File: config.mk
export PLATFORM = sky130hd
export DESIGN_NAME = mem_bus_arbiter_flat
export DESIGN_NICKNAME = d
export VERILOG_FILES = /design/src/rtl/mem_arb_pkg.sv /design/src/rtl/mem_bus_arbiter_if.sv /design/src/rtl/mem_bus_arbiter_rr_priority_picker.sv /design/src/rtl/mem_bus_arbiter.sv /design/src/flat_wrapper.sv
export SDC_FILE = /design/constraint.sdc
export NUM_CORES = 1
export LEC_CHECK = 0
export ABC_AREA = 1
export BUFFER_PORTS_ARGS = -buffer_cell sky130_fd_sc_hd__buf_2
export CORE_MARGIN = 3
export CORE_UTILIZATION = 45
export CTS_CLUSTER_SIZE = 24
export DETAILED_ROUTE_END_ITERATION = 8
export GPL_TIMING_DRIVEN = 0
export HOLD_SLACK_MARGIN = 0.06
export PLACE_DENSITY = 0.78
export SETUP_SLACK_MARGIN = 0.2
export SLEW_MARGIN = 10
export SYNTH_ARGS = -nofsm -noshare
export SYNTH_HDL_FRONTEND = slang
export SYNTH_SLANG_ARGS = --single-unit
File: constraint.sdc
create_clock -name clk -period 2.3 [get_ports clk]
set_input_delay 0.115 -clock clk [delete_from_list [all_inputs] [get_ports clk]]
set_output_delay 0.115 -clock clk [all_outputs]
set_load 0.02 [all_outputs]
File: src/rtl/mem_arb_pkg.sv
// -----------------------------------------------------------------------------
// mem_arb_pkg
// Shared types and constants for the memory bus arbiter slice.
//   - mem_access_t / mem_exception_mask_t : stand-ins for the definitions in
//     memory_access.sv / memory_exceptions.sv, so this slice builds on its own.
//   - arb_state_t                          : arbiter FSM states.
//   - MEM_ARB_MAX_REQ                      : upper bound on requester count.
//   - MEM_*_IDLE                           : values driven on the memory port
//                                            when no access is in flight.
// -----------------------------------------------------------------------------
package mem_arb_pkg;

  typedef enum logic [1:0] {
    MEM_ACCESS_BYTE = 2'd0,
    MEM_ACCESS_HALF = 2'd1,
    MEM_ACCESS_WORD = 2'd2
  } mem_access_t;

  typedef logic [3:0] mem_exception_mask_t;

  localparam mem_exception_mask_t MEM_EXC_NONE         = 4'b0000;
  localparam mem_exception_mask_t MEM_EXC_ACCESS_FAULT = 4'b0010;

  typedef enum logic [1:0] {
    S_IDLE    = 2'd0,
    S_ACCESS  = 2'd1,
    S_RESPOND = 2'd2
  } arb_state_t;

  localparam int          MEM_ARB_MAX_REQ = 4;
  localparam logic [31:0] MEM_ADDR_IDLE   = 32'h0000_0000;
  localparam logic [31:0] MEM_DATA_IDLE   = 32'h0000_0000;
  localparam mem_access_t MEM_ACCESS_IDLE = MEM_ACCESS_WORD;

endpackage

File: src/rtl/mem_bus_arbiter_if.sv
// -----------------------------------------------------------------------------
// mem_bus_arbiter_if
// Bundles the requester-side handshake and the shared single-port memory bus.
//   Requester side : req_valid/addr/wr_data/wr_ena/access/lock in,
//                    req_ready, resp_valid, resp_rd_data, resp_exception out.
//   Memory side    : mem_addr/wr_data/wr_ena/access out,
//                    mem_rd_data, mem_exception in (one cycle after address).
// Modports:
//   slave  - the arbiter's view
//   master - the view of the environment (requesters + memory)
// -----------------------------------------------------------------------------
interface mem_bus_arbiter_if
  import mem_arb_pkg::*;
#(
  parameter int NUM_REQ = 2
);

  logic                [NUM_REQ-1:0]       req_valid;
  logic                [NUM_REQ-1:0][31:0] req_addr;
  logic                [NUM_REQ-1:0][31:0] req_wr_data;
  logic                [NUM_REQ-1:0]       req_wr_ena;
  mem_access_t         [NUM_REQ-1:0]       req_access;
  logic                [NUM_REQ-1:0]       req_lock;
  logic                [NUM_REQ-1:0]       req_ready;
  logic                [NUM_REQ-1:0]       resp_valid;
  logic                [31:0]              resp_rd_data;
  mem_exception_mask_t                     resp_exception;

  logic                [31:0]              mem_addr;
  logic                [31:0]              mem_wr_data;
  logic                                    mem_wr_ena;
  mem_access_t                             mem_access;
  logic                [31:0]              mem_rd_data;
  mem_exception_mask_t                     mem_exception;

  modport slave (
    input  req_valid, req_addr, req_wr_data, req_wr_ena, req_access, req_lock,
    input  mem_rd_data, mem_exception,
    output req_ready, resp_valid, resp_rd_data, resp_exception,
    output mem_addr, mem_wr_data, mem_wr_ena, mem_access
  );

  modport master (
    output req_valid, req_addr, req_wr_data, req_wr_ena, req_access, req_lock,
    output mem_rd_data, mem_exception,
    input  req_ready, resp_valid, resp_rd_data, resp_exception,
    input  mem_addr, mem_wr_data, mem_wr_ena, mem_access
  );

endinterface

File: src/rtl/mem_bus_arbiter_rr_priority_picker.sv
// -----------------------------------------------------------------------------
// rr_priority_picker
// Combinational round-robin picker. Scans from i_last_grant+1 (mod NUM_REQ)
// and selects the first requester that is both requesting and unmasked.
//   i_req        : request vector
//   i_mask       : eligibility vector (1 = may be granted)
//   i_last_grant : index of the previous winner
//   o_grant      : one-hot winner
//   o_grant_idx  : binary winner index
//   o_any        : a winner exists
// -----------------------------------------------------------------------------
module rr_priority_picker #(
  parameter  int NUM_REQ = 2,
  localparam int IDX_W   = $clog2(NUM_REQ)
) (
  input  logic [NUM_REQ-1:0] i_req,
  input  logic [NUM_REQ-1:0] i_mask,
  input  logic [IDX_W-1:0]   i_last_grant,
  output logic [NUM_REQ-1:0] o_grant,
  output logic [IDX_W-1:0]   o_grant_idx,
  output logic               o_any
);

  logic [IDX_W-1:0] w_idx;

  // NOTE: every output of a combinational block gets a default at the top, so
  // no path leaves a signal unassigned and no latch is inferred.
  always_comb begin
    o_grant     = '0;
    o_grant_idx = '0;
    o_any       = 1'b0;
    w_idx       = '0;
    // Offset 1 first: the previous winner is considered last.
    for (int k = 1; k <= NUM_REQ; k++) begin
      w_idx = IDX_W'((int'(i_last_grant) + k) % NUM_REQ);
      if (!o_any && i_req[w_idx] && i_mask[w_idx]) begin
        o_grant[w_idx] = 1'b1;
        o_grant_idx    = w_idx;
        o_any          = 1'b1;
      end
    end
  end

endmodule

File: src/rtl/mem_bus_arbiter.sv
// -----------------------------------------------------------------------------
// mem_bus_arbiter
// Shares one single-port memory among NUM_REQ requesters with round-robin
// arbitration, a valid/ready request and a one-cycle response pulse.
//   clk, rst : clock and asynchronous active-high reset
//   bus      : mem_bus_arbiter_if.slave (requester handshake + memory port)
// Flow: S_IDLE -> S_ACCESS -> S_RESPOND -> (S_ACCESS | S_IDLE).
// Accept at t, memory sees the address at t+1, response pulse at t+2.
// Optional feature macro: ARB_BUS_LOCK_EN (bus lock for atomic RMW).
// -----------------------------------------------------------------------------
module mem_bus_arbiter
  import mem_arb_pkg::*;
#(
  parameter int NUM_REQ = 2
) (
  input  logic             clk,
  input  logic             rst,
  mem_bus_arbiter_if.slave bus
);

  localparam int IDX_W = $clog2(NUM_REQ);
  typedef logic [IDX_W-1:0] idx_t;

  if (NUM_REQ < 2 || NUM_REQ > MEM_ARB_MAX_REQ) begin : g_num_req_check
    $error("mem_bus_arbiter: NUM_REQ must be in 2..MEM_ARB_MAX_REQ");
  end

  arb_state_t         r_state;
  arb_state_t         w_next_state;
  idx_t               r_last_grant;
  idx_t               r_hold_idx;
  logic [31:0]        r_hold_addr;
  logic [31:0]        r_hold_wr_data;
  logic               r_hold_wr_ena;
  mem_access_t        r_hold_access;

  logic [NUM_REQ-1:0] w_mask;
  logic [NUM_REQ-1:0] w_grant;
  idx_t               w_grant_idx;
  logic               w_any;
  logic               w_arb_point;
  logic               w_accept;

  // The bus is free to take a new request while idle and while the previous
  // response is on its way out.
  assign w_arb_point = (r_state == S_IDLE) || (r_state == S_RESPOND);
  assign w_accept    = w_arb_point && w_any;

`ifdef ARB_BUS_LOCK_EN
  logic r_locked;
  idx_t r_lock_owner;
  logic w_owner_holds;

  // The owner keeps the bus while it is still asking for it (a pending
  // request, even one that will drop the lock) or still holds req_lock.
  // Only when it does neither is the bus reopened to everybody.
  assign w_owner_holds = bus.req_valid[r_lock_owner] || bus.req_lock[r_lock_owner];

  always_comb begin
    w_mask = '1;
    if (r_locked && w_owner_holds) begin
      w_mask               = '0;
      w_mask[r_lock_owner] = 1'b1;
    end
  end

  always_ff @(posedge clk or posedge rst) begin
    if (rst) begin
      r_locked     <= 1'b0;
      r_lock_owner <= '0;
    end else if (w_accept) begin
      // While locked only the owner can be accepted, so this both takes and
      // releases the lock.
      r_locked <= bus.req_lock[w_grant_idx];
      if (bus.req_lock[w_grant_idx]) begin
        r_lock_owner <= w_grant_idx;
      end
    end else if (w_arb_point && r_locked && !w_owner_holds) begin
      r_locked <= 1'b0;
    end
  end
`else
  logic w_unused_lock;

  assign w_mask        = '1;
  assign w_unused_lock = ^bus.req_lock;
`endif

  rr_priority_picker #(
    .NUM_REQ      (NUM_REQ)
  ) u_picker (
    .i_req        (bus.req_valid),
    .i_mask       (w_mask),
    .i_last_grant (r_last_grant),
    .o_grant      (w_grant),
    .o_grant_idx  (w_grant_idx),
    .o_any        (w_any)
  );

  // NOTE: sequential state uses non-blocking assignments so every flop samples
  // the pre-edge values regardless of process ordering.
  always_ff @(posedge clk or posedge rst) begin
    if (rst) begin
      r_state <= S_IDLE;
    end else begin
      r_state <= w_next_state;
    end
  end

  always_comb begin
    w_next_state = r_state;
    case (r_state)
      S_IDLE:    w_next_state = w_accept ? S_ACCESS : S_IDLE;
      S_ACCESS:  w_next_state = S_RESPOND;
      S_RESPOND: w_next_state = w_accept ? S_ACCESS : S_IDLE;
      default:   w_next_state = S_IDLE;
    endcase
  end

  always_ff @(posedge clk or posedge rst) begin
    if (rst) begin
      // Index NUM_REQ-1 so requester 0 wins the first arbitration.
      r_last_grant   <= idx_t'(NUM_REQ - 1);
      r_hold_idx     <= '0;
      r_hold_addr    <= '0;
      r_hold_wr_data <= '0;
      r_hold_wr_ena  <= 1'b0;
      r_hold_access  <= MEM_ACCESS_BYTE;
    end else if (w_accept) begin
      r_last_grant   <= w_grant_idx;
      r_hold_idx     <= w_grant_idx;
      r_hold_addr    <= bus.req_addr[w_grant_idx];
      r_hold_wr_data <= bus.req_wr_data[w_grant_idx];
      r_hold_wr_ena  <= bus.req_wr_ena[w_grant_idx];
      r_hold_access  <= bus.req_access[w_grant_idx];
    end
  end

  always_comb begin
    bus.req_ready      = '0;
    bus.resp_valid     = '0;
    bus.resp_rd_data   = '0;
    bus.resp_exception = MEM_EXC_NONE;
    bus.mem_addr       = MEM_ADDR_IDLE;
    bus.mem_wr_data    = MEM_DATA_IDLE;
    bus.mem_wr_ena     = 1'b0;
    bus.mem_access     = MEM_ACCESS_IDLE;

    if (w_accept) begin
      bus.req_ready = w_grant;
    end

    case (r_state)
      S_ACCESS: begin
        bus.mem_addr    = r_hold_addr;
        bus.mem_wr_data = r_hold_wr_data;
        bus.mem_wr_ena  = r_hold_wr_ena;
        bus.mem_access  = r_hold_access;
      end
      S_RESPOND: begin
        // Address stays up for the synchronous read; the strobe does not, so a
        // store is written exactly once.
        bus.mem_addr               = r_hold_addr;
        bus.mem_wr_data            = r_hold_wr_data;
        bus.mem_access             = r_hold_access;
        bus.resp_valid[r_hold_idx] = 1'b1;
        bus.resp_rd_data           = bus.mem_rd_data;
        bus.resp_exception         = bus.mem_exception;
      end
      default: ;
    endcase
  end

endmodule

File: src/flat_wrapper.sv
// flat-port wrapper written by rule: the top's interface ports become plain ports
module mem_bus_arbiter_flat import mem_arb_pkg::*;
#(
  parameter int NUM_REQ = 2
)
  (clk, rst, bus_req_valid, bus_req_addr, bus_req_wr_data, bus_req_wr_ena, bus_req_access, bus_req_lock, bus_mem_rd_data, bus_mem_exception, bus_req_ready, bus_resp_valid, bus_resp_rd_data, bus_resp_exception, bus_mem_addr, bus_mem_wr_data, bus_mem_wr_ena, bus_mem_access);
  mem_bus_arbiter_if #(.NUM_REQ(NUM_REQ)) bus_i ();
  input  logic clk;
  input  logic rst;
  input wire logic [$bits(bus_i.req_valid)-1:0] bus_req_valid;
  input wire logic [$bits(bus_i.req_addr)-1:0] bus_req_addr;
  input wire logic [$bits(bus_i.req_wr_data)-1:0] bus_req_wr_data;
  input wire logic [$bits(bus_i.req_wr_ena)-1:0] bus_req_wr_ena;
  input wire logic [$bits(bus_i.req_access)-1:0] bus_req_access;
  input wire logic [$bits(bus_i.req_lock)-1:0] bus_req_lock;
  input wire logic [$bits(bus_i.mem_rd_data)-1:0] bus_mem_rd_data;
  input wire logic [$bits(bus_i.mem_exception)-1:0] bus_mem_exception;
  output wire logic [$bits(bus_i.req_ready)-1:0] bus_req_ready;
  output wire logic [$bits(bus_i.resp_valid)-1:0] bus_resp_valid;
  output wire logic [$bits(bus_i.resp_rd_data)-1:0] bus_resp_rd_data;
  output wire logic [$bits(bus_i.resp_exception)-1:0] bus_resp_exception;
  output wire logic [$bits(bus_i.mem_addr)-1:0] bus_mem_addr;
  output wire logic [$bits(bus_i.mem_wr_data)-1:0] bus_mem_wr_data;
  output wire logic [$bits(bus_i.mem_wr_ena)-1:0] bus_mem_wr_ena;
  output wire logic [$bits(bus_i.mem_access)-1:0] bus_mem_access;
  assign bus_i.req_valid = bus_req_valid;
  assign bus_i.req_addr = bus_req_addr;
  assign bus_i.req_wr_data = bus_req_wr_data;
  assign bus_i.req_wr_ena = bus_req_wr_ena;
  assign bus_i.req_access = bus_req_access;
  assign bus_i.req_lock = bus_req_lock;
  assign bus_i.mem_rd_data = bus_mem_rd_data;
  assign bus_i.mem_exception = bus_mem_exception;
  assign bus_req_ready = bus_i.req_ready;
  assign bus_resp_valid = bus_i.resp_valid;
  assign bus_resp_rd_data = bus_i.resp_rd_data;
  assign bus_resp_exception = bus_i.resp_exception;
  assign bus_mem_addr = bus_i.mem_addr;
  assign bus_mem_wr_data = bus_i.mem_wr_data;
  assign bus_mem_wr_ena = bus_i.mem_wr_ena;
  assign bus_mem_access = bus_i.mem_access;
  mem_bus_arbiter #(.NUM_REQ(NUM_REQ)) u_core (.clk(clk), .rst(rst), .bus(bus_i));
endmodule
# Word-level counts from Yosys, hierarchy flattened

Index checks and enable logic that the tools add are counted.

Bits in registers: 71
Bits of input ports: 176
Output and inout port bits: 107

Add/subtract/negate cells: 2
Magnitude comparators: 7
Equal/unequal tests: 2
Multiplexer cells: 36
Bitwise logic cells: 1
Reductions and logical operators: 12

Operators with widths:

| kind                  | number |
|---|---|
| $mux W32              | 7 |
| $mux W1               | 17 |
| $mux W2               | 7 |
| $lt A1 B2 Y1 const B  | 4 |
| $logic_and A1 B1 Y1   | 7 |
| $mux W4               | 1 |
| $pmux W2 S2           | 1 |
| $reduce_or A2 Y1      | 2 |
| $demux W1 S1          | 3 |
| $ge A1 B1 Y1 const B  | 3 |
| $add A1 B1 Y1 const B | 2 |
| $eq A2 B1 Y1 const B  | 1 |
| $eq A2 B2 Y1 const B  | 1 |
| $logic_not A2 Y1      | 1 |
| $or A2 B2 Y2          | 1 |
| $logic_not A1 Y1      | 1 |
| $logic_or A1 B1 Y1    | 1 |

# Depth between registers and ports, before layout

Depth in word-level cells: 12
Depth in mapped cells: 9
Depth with buffers taken out: 7

# Hierarchy

From an unflattened synthesis, not the netlist that was laid out.

Cells, all modules: 759
Area total of the unflattened synthesis: 4455.5 µm²

By module, submodules not included:

| module             | times used | cells an instance | area an instance (µm²) | sequential area each (µm²) |
|---|---|---|---|---|
| mem_bus_arbiter    | 1          | 749               | 4411.7                 | 1778.0 |
| rr_priority_picker | 1          | 10                | 43.8                   | 0.0 |

# Worst setup path after synthesis

No wires, ideal clock.

Path type: register to output
Start point: register u_core.r_state[0]
End point: output bus_mem_access[0]
Arrival time: 1370 ps
Required time: 2185 ps
Path slack: 815 ps
Cell stages (with the launch flop): 7
Buffers on the path: 2
Cell sequence: dfrtp_1 -> inv_1 -> ha_1 -> clkbuf_1 -> buf_2 -> nand2_1 -> inv_1

Cells in the longest elaborated chain, start to end: 3
Elaborated cells between the ends (all ways): 4
Classes of those cells: eq/ne (2); mux (1); reduce/logical (1)

RTL lines:

| item                                                | line                   | text |
|---|---|---|
| start, declared                                     | mem_bus_arbiter.sv:28  | `arb_state_t r_state;` |
| start signal, assigned                              | mem_bus_arbiter.sv:106 | `r_state <= w_next_state;` |
| $eq A2 B1 Y1 / $eq A2 B2 Y1 (equally long branches) | mem_bus_arbiter.sv:153 | `case (r_state)` |
| $reduce_or A2 Y1 (no line) (*)                      | --                     |  |
| $mux W2 (*)                                         | mem_bus_arbiter.sv:153 |  |
| end, declared                                       | flat_wrapper.sv:25     | `output wire logic [$bits(bus_i.mem_access)-1:0] bus_mem_access;` |

Every way passes the cells marked *; elsewhere a longest branch is shown, timed or not.

# Worst setup path in the final report

Start point: register u_core.r_state[0]
End point: output bus_mem_wr_data[31]

Cells in the longest elaborated chain, start to end: 3
Elaborated cells between the ends (all ways): 4
Classes of those cells: eq/ne (2); mux (1); reduce/logical (1)

RTL lines:

| item                                                | line                   | text |
|---|---|---|
| $eq A2 B1 Y1 / $eq A2 B2 Y1 (equally long branches) | mem_bus_arbiter.sv:153 |  |
| $reduce_or A2 Y1 (no line) (*)                      | --                     |  |
| $mux W32 (*)                                        | mem_bus_arbiter.sv:153 |  |
| end, declared                                       | flat_wrapper.sv:23     | `output wire logic [$bits(bus_i.mem_wr_data)-1:0] bus_mem_wr_data;` |

Marked as above.

==> flow_summary.ini <==
[timing]
period_needed_ps = 1990
finalCritPeriodShare = 0.866
hold_viol = 0
setup_viol = 0
setup_tns_ps = 0
fin_skew_ps = 8.20
rsz0062_at_grt = true
slew_viol_final = 0
fin_ws_ps = 308
relSlewSlack = 0.698
tightest_slew_ps = 453
fin_hold_ws_ps = 67.4
fmax_ghz = 0.502

[global_route]
antenna_found_initial = 0
met1_usage = 0.300
grt_max_degree = 39
grtUsageTotal = 0.255
grt_busiest_layer = met2
globalRouteMet3Util = 0.0617
grt_first_pass_wirelength_mm = 23.8
globalRouteMet2Util = 0.451
grt_overflow = 0
grt_pass1_vias = 5097

[cells_and_area]
nets = 1290
final.fill_count = 1044
area.sequential_sq_mm = 0.00178
antenna_cells = 0
area_growth_pct = 38.3
multi_input_area_sq_mm = 0.00194
final_core_util = 0.648
drive_gt1_frac = 0.308

[synthesis]
synthCells = 818
synth_fp_nets = 998
synth-seq-cells = 71
synth_compound_area_frac = 0.00255
synth_xor_xnor_area_share = 0
yosysTopAreaCell = dfrtp_1
yosysWarnings = 0
netlist_area_sq_mm = 0.00490
syn_area_per_cell_sq_um = 5.99
synthMuxAreaShare = 0
synthAdderAreaFrac = 0.0102
synth_top_area_frac = 0.357
synth_top_family_by_area = simple AND/OR/NAND/NOR gates
synth-simple-area-share = 0.383
ys_seq_area_frac = 0.363
yosysUniqueCellTypes = 19
yosys-top-cells-area = dfrtp_1, nand2_1, inv_1, nand3_1, buf_2

[setup_path]
start_kind = flip-flop
rrSetupSlack_ps = 600
r2r_cells = 8
crit_arrival_ps = 1880
critPathKind = flip-flop to output pin
crit_path_start = u_core.r_state[0]
rr_endpoint = u_core.r_hold_wr_data[23]
worstReg2RegStart = u_core.r_state[0]
required_ps = 2180
endpoint_kind = output pin
critPathMaxFanout = 10

[die]
std_cell_rows = 37
fp.dieH_um = 110
io_pins = 283
start_util = 0.469
die_w_um = 110
dieArea_sq_mm = 0.0122
core_area_sq_mm = 0.0105

[clock_tree]
htreeDepth = 3
cts_tree = built
cts_inserted_buffers = 9
cts_max_path_buffers = 2
cts_root_buffer = clkbuf_8
path_clk_slew_ps = 80
insertion_delay_ps = 340
cts.sinks = 71

[power_and_ir_drop]
p_leak_uw = 0.00512
powerDensity_mw_per_mm2 = 1340
vdd_drop_max_mv = 0.589
design_power_total_uw = 9120

[route]
vias = 5625
drt_pass1_iterations = 4
wl_per_cell_um = 12.4
ant_nets = 0
routed_wl_mm = 15.6
drt_first_iter_violations = 289
drc_errors = 0
viasPerCell = 4.50

[worst_hold_path]
min-delay-path-class = input pin to flip-flop
min_from = bus_req_wr_data[20]
holdPathStages = 5
hold_end = u_core.r_hold_wr_data[20]

[job]
cap_violations = 0

[placed_design]
port_buffers = 279
gp_congestion = 0.862
dp_hpwl_mm = 12.4
dp_slack_ps = 284

[run_status]
outcome = finished clean
[Yosys cell counts]
library cell and n:
nand3_1 134, buf_6 3, inv_4 1, nor2_4 1
nor2_8 1, buf_4 8, buf_2 24, nor2_2 1
ha_1 4, clkbuf_1 9, nor2_1 2, o21ai_0 1
nand2_1 308, buf_1 3, dfstp_2 1, nand2_2 1
dfrtp_1 70, inv_1 245, a211oi_1 1
[metrics by stage]
stage          std cells  cell area (sq um)
2_1_floorplan        818               4900
3_3_place_gp        1233               6470
3_5_place_dp        1234               6490
4_1_cts             1251               6770
5_1_grt             1251               6780
6_report            1251               6780
[worst max path at each step]
stage,to,cells after the start
after floorplan,u_core.r_hold_access[0],1
after global placement,u_core.r_hold_wr_data[4],2
after detailed placement,bus_mem_wr_data[31],7
after CTS,bus_mem_addr[16],7
after global routing,bus_mem_wr_data[31],7
final,bus_mem_wr_data[31],7
[flip-flops by register name, summed over array words and instances (netlist names)]
| name | flops |
|---|---|
| u_core.r_hold_access | 2 |
| u_core.r_hold_idx | 1 |
| u_core.r_last_grant | 1 |
| u_core.r_hold_addr | 32 |
| u_core.r_hold_wr_ena | 1 |
| u_core.r_hold_wr_data | 32 |
| u_core.r_state | 2 |
[cell type report]
| type | instances | share of cell area |
|---|---|---|
| well taps | 136 | 0.0251 |
| multi-input cells | 454 | 0.287 |
| repair buffers | 281 | 0.210 |
| clock buffers | 11 | 0.0223 |
| clock inverters | 5 | 0.0153 |
| plain buffers | 47 | 0.0412 |
| inverters | 246 | 0.137 |
| flip-flops and latches | 71 | 0.262 |
[what timing repair did]
action,4_1_cts,5_1_grt
endpoints found under the setup margin,60,63
gates resized for setup,5,12
hold buffers,1,0
buffers inserted,0,0
endpoints found under the hold margin,32,0
[report_power, final]
part	switching, uW	leakage [uW]	total [uW]	internal (uW)
clock	460	0.000130	1240	780
combinational	3770	0.00413	5630	1860
sequential	341	0.000856	2250	1900
[cell families (layout without fill, tap and decap cells)]
group	count (synthesis)	count (layout)
AOI/OAI and AO/OA	2	2
adders and majority gates	4	4
buffers and inverters	293	590
DFF	71	71
and+or+nand+nor	448	448
[metal layers]
layer | share of wire | up-vias
met2 | 0.49 | 235
met3 | 0.10 | 26
met4 | 0.026 | 0
li1 | - | 2894
met5 | 0 | -
met1 | 0.38 | 2470
[layout by cell type, fill, tap and decap left out, types with 2 or more instances in the layout]
cell       instances
buf_2            299
inv_4              2
clkbuf_2           2
nor2_1             2
inv_1            244
buf_6              3
nand3_1          134
clkbuf_8          11
dfrtp_1           70
buf_1              3
buf_4             13
nand2_1          308
ha_1               3
clkbuf_1           5
bufinv_16          3
[critical path, stage by stage, from the launching register on]
cell     delay [ps]
dfrtp_1         380
inv_1            90
ha_1            340
buf_4           200
buf_4           200
nand2_1          70
inv_1            90
buf_2           170
(Power assumes the default switching activity.)
